[src/rtl/pipe_ctrl_n.sv]
// Parametrised pipeline stall/flush controller with ROM/RAM wait-state FSMs,
// deferred wrong-path fetch kill and a saturating stall-cycle counter.

module pipe_wait_fsm #(
  parameter int unsigned LAT = 1
) (
  input  logic CLK,
  input  logic RST,
  input  logic req_i,
  output logic busy_o,
  output logic done_o
);
  localparam int unsigned CW = $clog2(LAT + 1) + 1;
  localparam logic [CW-1:0] ONE  = CW'(1);
  localparam logic [CW-1:0] LAST = CW'(LAT - 1);
  localparam bit MULTI = (LAT > 1);

  typedef enum logic [1:0] {S_IDLE, S_BUSY, S_DONE} state_t;

  state_t        state_q, state_d;
  logic [CW-1:0] cnt_q, cnt_d;

  always_ff @(posedge CLK or negedge RST) begin
    if (!RST) begin
      state_q <= S_IDLE;
      cnt_q   <= '0;
    end else begin
      state_q <= state_d;
      cnt_q   <= cnt_d;
    end
  end

  // cnt counts busy cycles already spent, including the current one
  always_comb begin
    state_d = state_q;
    cnt_d   = cnt_q;
    busy_o  = 1'b0;
    done_o  = 1'b0;
    case (state_q)
      S_IDLE: begin
        if (req_i && MULTI) begin
          busy_o  = 1'b1;
          cnt_d   = ONE;
          state_d = (LAST == ONE) ? S_DONE : S_BUSY;
        end
      end
      S_BUSY: begin
        busy_o = 1'b1;
        cnt_d  = cnt_q + ONE;
        if (cnt_d == LAST) state_d = S_DONE;
      end
      S_DONE: begin
        done_o  = 1'b1;
        cnt_d   = '0;
        state_d = S_IDLE;
      end
      default: begin
        state_d = S_IDLE;
        cnt_d   = '0;
      end
    endcase
  end
endmodule

module pipe_ctrl_n #(
  parameter int unsigned NSTAGE  = 5,
  parameter int unsigned ROM_LAT = 1,
  parameter int unsigned RAM_LAT = 1,
  parameter int unsigned PERF_W  = 32
) (
  input  logic              CLK,
  input  logic              RST,
  input  logic [NSTAGE-1:0] stallreq_i,
  input  logic              flush_req_i,
  input  logic              rom_req_i,
  input  logic              ram_req_i,
  output logic [NSTAGE:0]   stall_o,
  output logic [NSTAGE-1:0] flush_o,
  output logic              rom_busy_o,
  output logic              ram_busy_o,
  output logic              kill_fetch_o,
  output logic [PERF_W-1:0] stall_cyc_o
);
  logic rom_busy_raw, rom_done_raw, ram_busy_raw, ram_done_raw;
  logic rom_busy, rom_done, ram_busy;
  logic kill_pend_q, kill_pend_d;
  logic [PERF_W-1:0] stall_cyc_q, stall_cyc_d;
  logic [NSTAGE-1:0] req;
  logic [NSTAGE:0]   stall;
  logic [NSTAGE-1:0] flush;
  logic              acc, accept, kill;

  pipe_wait_fsm #(.LAT(ROM_LAT)) u_rom_fsm (
    .CLK(CLK), .RST(RST), .req_i(rom_req_i),
    .busy_o(rom_busy_raw), .done_o(rom_done_raw)
  );

  pipe_wait_fsm #(.LAT(RAM_LAT)) u_ram_fsm (
    .CLK(CLK), .RST(RST), .req_i(ram_req_i),
    .busy_o(ram_busy_raw), .done_o(ram_done_raw)
  );

  // Busy is combinational from the request in IDLE, so it must be gated by reset
  assign rom_busy = RST & rom_busy_raw;
  assign rom_done = RST & rom_done_raw;
  assign ram_busy = RST & ram_busy_raw;
  assign kill     = rom_done & kill_pend_q;

  always_comb begin
    req             = stallreq_i;
    req[0]          = stallreq_i[0] | rom_busy;
    req[NSTAGE-2]   = req[NSTAGE-2] | ram_busy;
    stall           = '0;
    acc             = 1'b0;
    // stall_o[j] is set when any stage at or above j-1 requests
    for (int unsigned i = 0; i < NSTAGE; i++) begin
      acc                  = acc | req[NSTAGE-1-i];
      stall[NSTAGE-i]      = acc;
    end
    stall[0] = stall[1];
    flush    = '0;
    for (int unsigned k = 0; k < NSTAGE - 1; k++) begin
      flush[k] = stall[k+1] & ~stall[k+2];
    end
    accept   = flush_req_i & ~stall[2];
    flush[0] = flush[0] | accept | kill;
  end

  assign stall_o      = RST ? stall : '0;
  assign flush_o      = RST ? flush : '1;
  assign rom_busy_o   = rom_busy;
  assign ram_busy_o   = ram_busy;
  assign kill_fetch_o = kill;
  assign stall_cyc_o  = stall_cyc_q;

  // A flush arriving in the DONE cycle is handled by accept alone; busy is 0 there
  always_comb begin
    kill_pend_d = (kill_pend_q & ~rom_done) | (accept & rom_busy);
    stall_cyc_d = stall_cyc_q;
    if (stall_o[0] && (stall_cyc_q != '1)) stall_cyc_d = stall_cyc_q + 1'b1;
  end

  always_ff @(posedge CLK or negedge RST) begin
    if (!RST) begin
      kill_pend_q <= 1'b0;
      stall_cyc_q <= '0;
    end else begin
      kill_pend_q <= kill_pend_d;
      stall_cyc_q <= stall_cyc_d;
    end
  end

  logic unused_ram_done;
  assign unused_ram_done = ram_done_raw;
endmodule

[config.mk]
export PLATFORM = sky130hd
export DESIGN_NAME = pipe_ctrl_n
export DESIGN_NICKNAME = d
export VERILOG_FILES = /design/src/rtl/pipe_ctrl_n.sv
export SDC_FILE = /design/constraint.sdc
export NUM_CORES = 1
export LEC_CHECK = 0
export BUFFER_PORTS_ARGS = -buffer_cell sky130_fd_sc_hd__buf_2
export CAP_MARGIN = 20
export CORE_MARGIN = 4
export CORE_UTILIZATION = 50
export CTS_CLUSTER_SIZE = 30
export DETAILED_ROUTE_END_ITERATION = 7
export PLACE_DENSITY = 0.79
export SETUP_SLACK_MARGIN = 0.1
export SKIP_CTS_REPAIR_TIMING = 1
export SYNTH_ARGS = -nofsm -noshare
export SYNTH_HDL_FRONTEND = slang
export SYNTH_HIERARCHICAL = 1
export SYNTH_SLANG_ARGS = --single-unit
export TNS_END_PERCENT = 5
[constraint.sdc]
create_clock -name CLK -period 5.7 [get_ports CLK]
set_clock_uncertainty 0.15 [all_clocks]
set_input_delay 0.855 -clock CLK [delete_from_list [all_inputs] [get_ports CLK]]
set_output_delay 0.855 -clock CLK [all_outputs]
set_load 0.03 [all_outputs]
==> metrics.md <==
| Metric | Value |
|---|---|
| Status | finished, final reports clean |
| ANT cells | 0 |
| Clock Path Buffers | 2 |
| Fin crit share | around three fifths |
| Clk slew on worst S/H paths | ~0.10 ns |
| Mean Syn Cell Area | 10.6 um^2 |
| Routed WL | between 3000 and 4000 um |
| Initial Utilization | 51.8% |
| Yosys synthesis warning count | 6 |
| Req. time, crit path | roughly 4.7 ns |
| Initial antenna violation count | 0 |
| I/O pin total | 56 |
| Detailed placement HPWL | ~2600 um |
| CP Launch Type | primary input |
| Final hold vios | 0 |
| Root buf cell | clkbuf_4 |
| Worst skew pair latency | about 0.34 ns |
| Total number of vias | approximately 1400 |
| Maximum vdd drop | 0.000150 V |
| RSZ-0062 raised after global routing | false |
| Pre-CTS setup slack | roughly 2 ns |
| CTS Sinks | 33 |
| Post-layout net count | roughly 230 |
| Grt total ovfl | 0 |
| Average wire per standard cell | between 10 and 15 um |
| DR vias/cell | ~5.3 |
| CP Max Fanout | 43 |
| Critical path capture point type | output pin |
| Number of global-route vias before repair | between 1000 and 1500 |
| Routed Antenna Nets | 0 |
| Setup ws final | 2.23 ns |
| Die area | between 4000 and 5000 um^2 |
| Arrival @ worst endpoint | between 2 and 2.5 ns |
| Post-route DRC | 0 |
| Iteration-0 DRC Markers | 56 |
| Slew Limit Fails | 0 |
| Endpoints failing setup | 0 |
| # rows | 21 |
| PortBufs | 50 |
| R2R setup slack | 3.17 ns |
| Setup TNS | 0 ns |
| Slew @ Worst Pin | approximately 0.98 ns |
| Post-Syn Instances | 164 |
| H-tree Lvls | 2 |
| Die Y | approximately 67 um |
| RePlAce Congestion | approximately 0.79 |
| CTS buffer count | 5 |
| Max Cap Viol | 0 |
| Die W | roughly 67 um |
| Setup CP Type | primary input to output pin |
| Synthesized area | ~1700 um^2 |
| Hold Path Class | flip-flop to flip-flop |
| Total leakage power | between 1 and 1.5 nW |
| Crit path time final | around 3.5 ns |
| Global-route wire length before repair | roughly 5900 um |
| DRT Pass-1 Iters | 4 |
| Tot GR Track Use | 17.3% |
| Max Fclk | a little under 0.3 GHz |
| Max_slew headroom | roughly 35% |
| Core Region | 3360 um^2 |
| Area delta synth->final | 19.5% |
| CTS tree | yes |
| Pin count of the biggest net entering global routing | 44 |
| Pwr dens | 324 nW/um^2 |
| Layout cells sized above 1 | 32.4% |
## cell usage in the layout (no fill, tap or decap), drive strengths merged, types with 3 or more instances in the layout
cell	count
buf	50
dfrtp	33
xnor2	18
nand2	13
and3	11
xor2	10
nand3	9
nand4	9
and4	7
clkbuf	7
and2	6
nor2	6
a21oi	6
inv	4
nor3	4
nor4	3
conb	3
## worst paths after layout
kind / endpoint / startpoint / cells after the start
min in group asynchronous: stall_cyc_o[6] / RST / 1
max reg2reg: stall_cyc_o[29] / stall_cyc_o[8] / 5
min: stall_cyc_o[22] / stall_cyc_o[22] / 1
min reg2reg: stall_cyc_o[22] / stall_cyc_o[22] / 1
max in group asynchronous: stall_cyc_o[24] / RST / 1
max: stall_o[0] / RST / 5
## where the power goes
part	leakage [nW]	internal [mW]	switching, mW
combinational	0.604	0.0582	0.129
sequential	0.444	0.265	0.0409
clock	0.0455	0.105	0.0773
## layout make-up
cell class	instances	area, um^2
inverter	4	15.0
multi-input combinational	121	848
tap	46	57.6
fill	312	1280
clock buffer	7	55.1
sequential	33	826
timing repair buffer	50	250
clock inverter	1	30.0
## worst max-delay path, cell delays in order
cell,delay (ns)
buf_2,0.64
inv_1,0.29
a21o_2,0.32
inv_1,0.14
buf_2,0.22
## flip-flops by register name (all words and copies together) (netlist names)
| name | cells |
|---|---|
| kill_pend_q | 1 |
| stall_cyc_o | 32 |
## layer usage
layer / vias up / GRT usage (%) / part of all wire (%) / wire length [um]
li1: 681 / - / - / -
met1: 659 / 22.2 / 44 / 1550
met2: 41 / 26.7 / 46 / 1600
met3: 7 / 5.73 / 8.1 / 282
met4: 0 / 6.84 / 1.5 / 53
met5: - / 0 / 0 / 0
## metrics by stage
stage	total power, mW	hold slack, ns	utilization, %	cell area [um^2]	instances
final	0.674	0.338	61.9	2080	262
after global routing	0.714	0.383	61.9	2080	262
after global placement	0.494	0.323	59.4	2000	254
after CTS	0.682	0.344	61.9	2080	262
after detailed placement	0.499	0.325	59.4	2000	254
after floorplan	0.441	0.409	-	1750	165
Note: power is estimated with default switching activity, not from simulation.
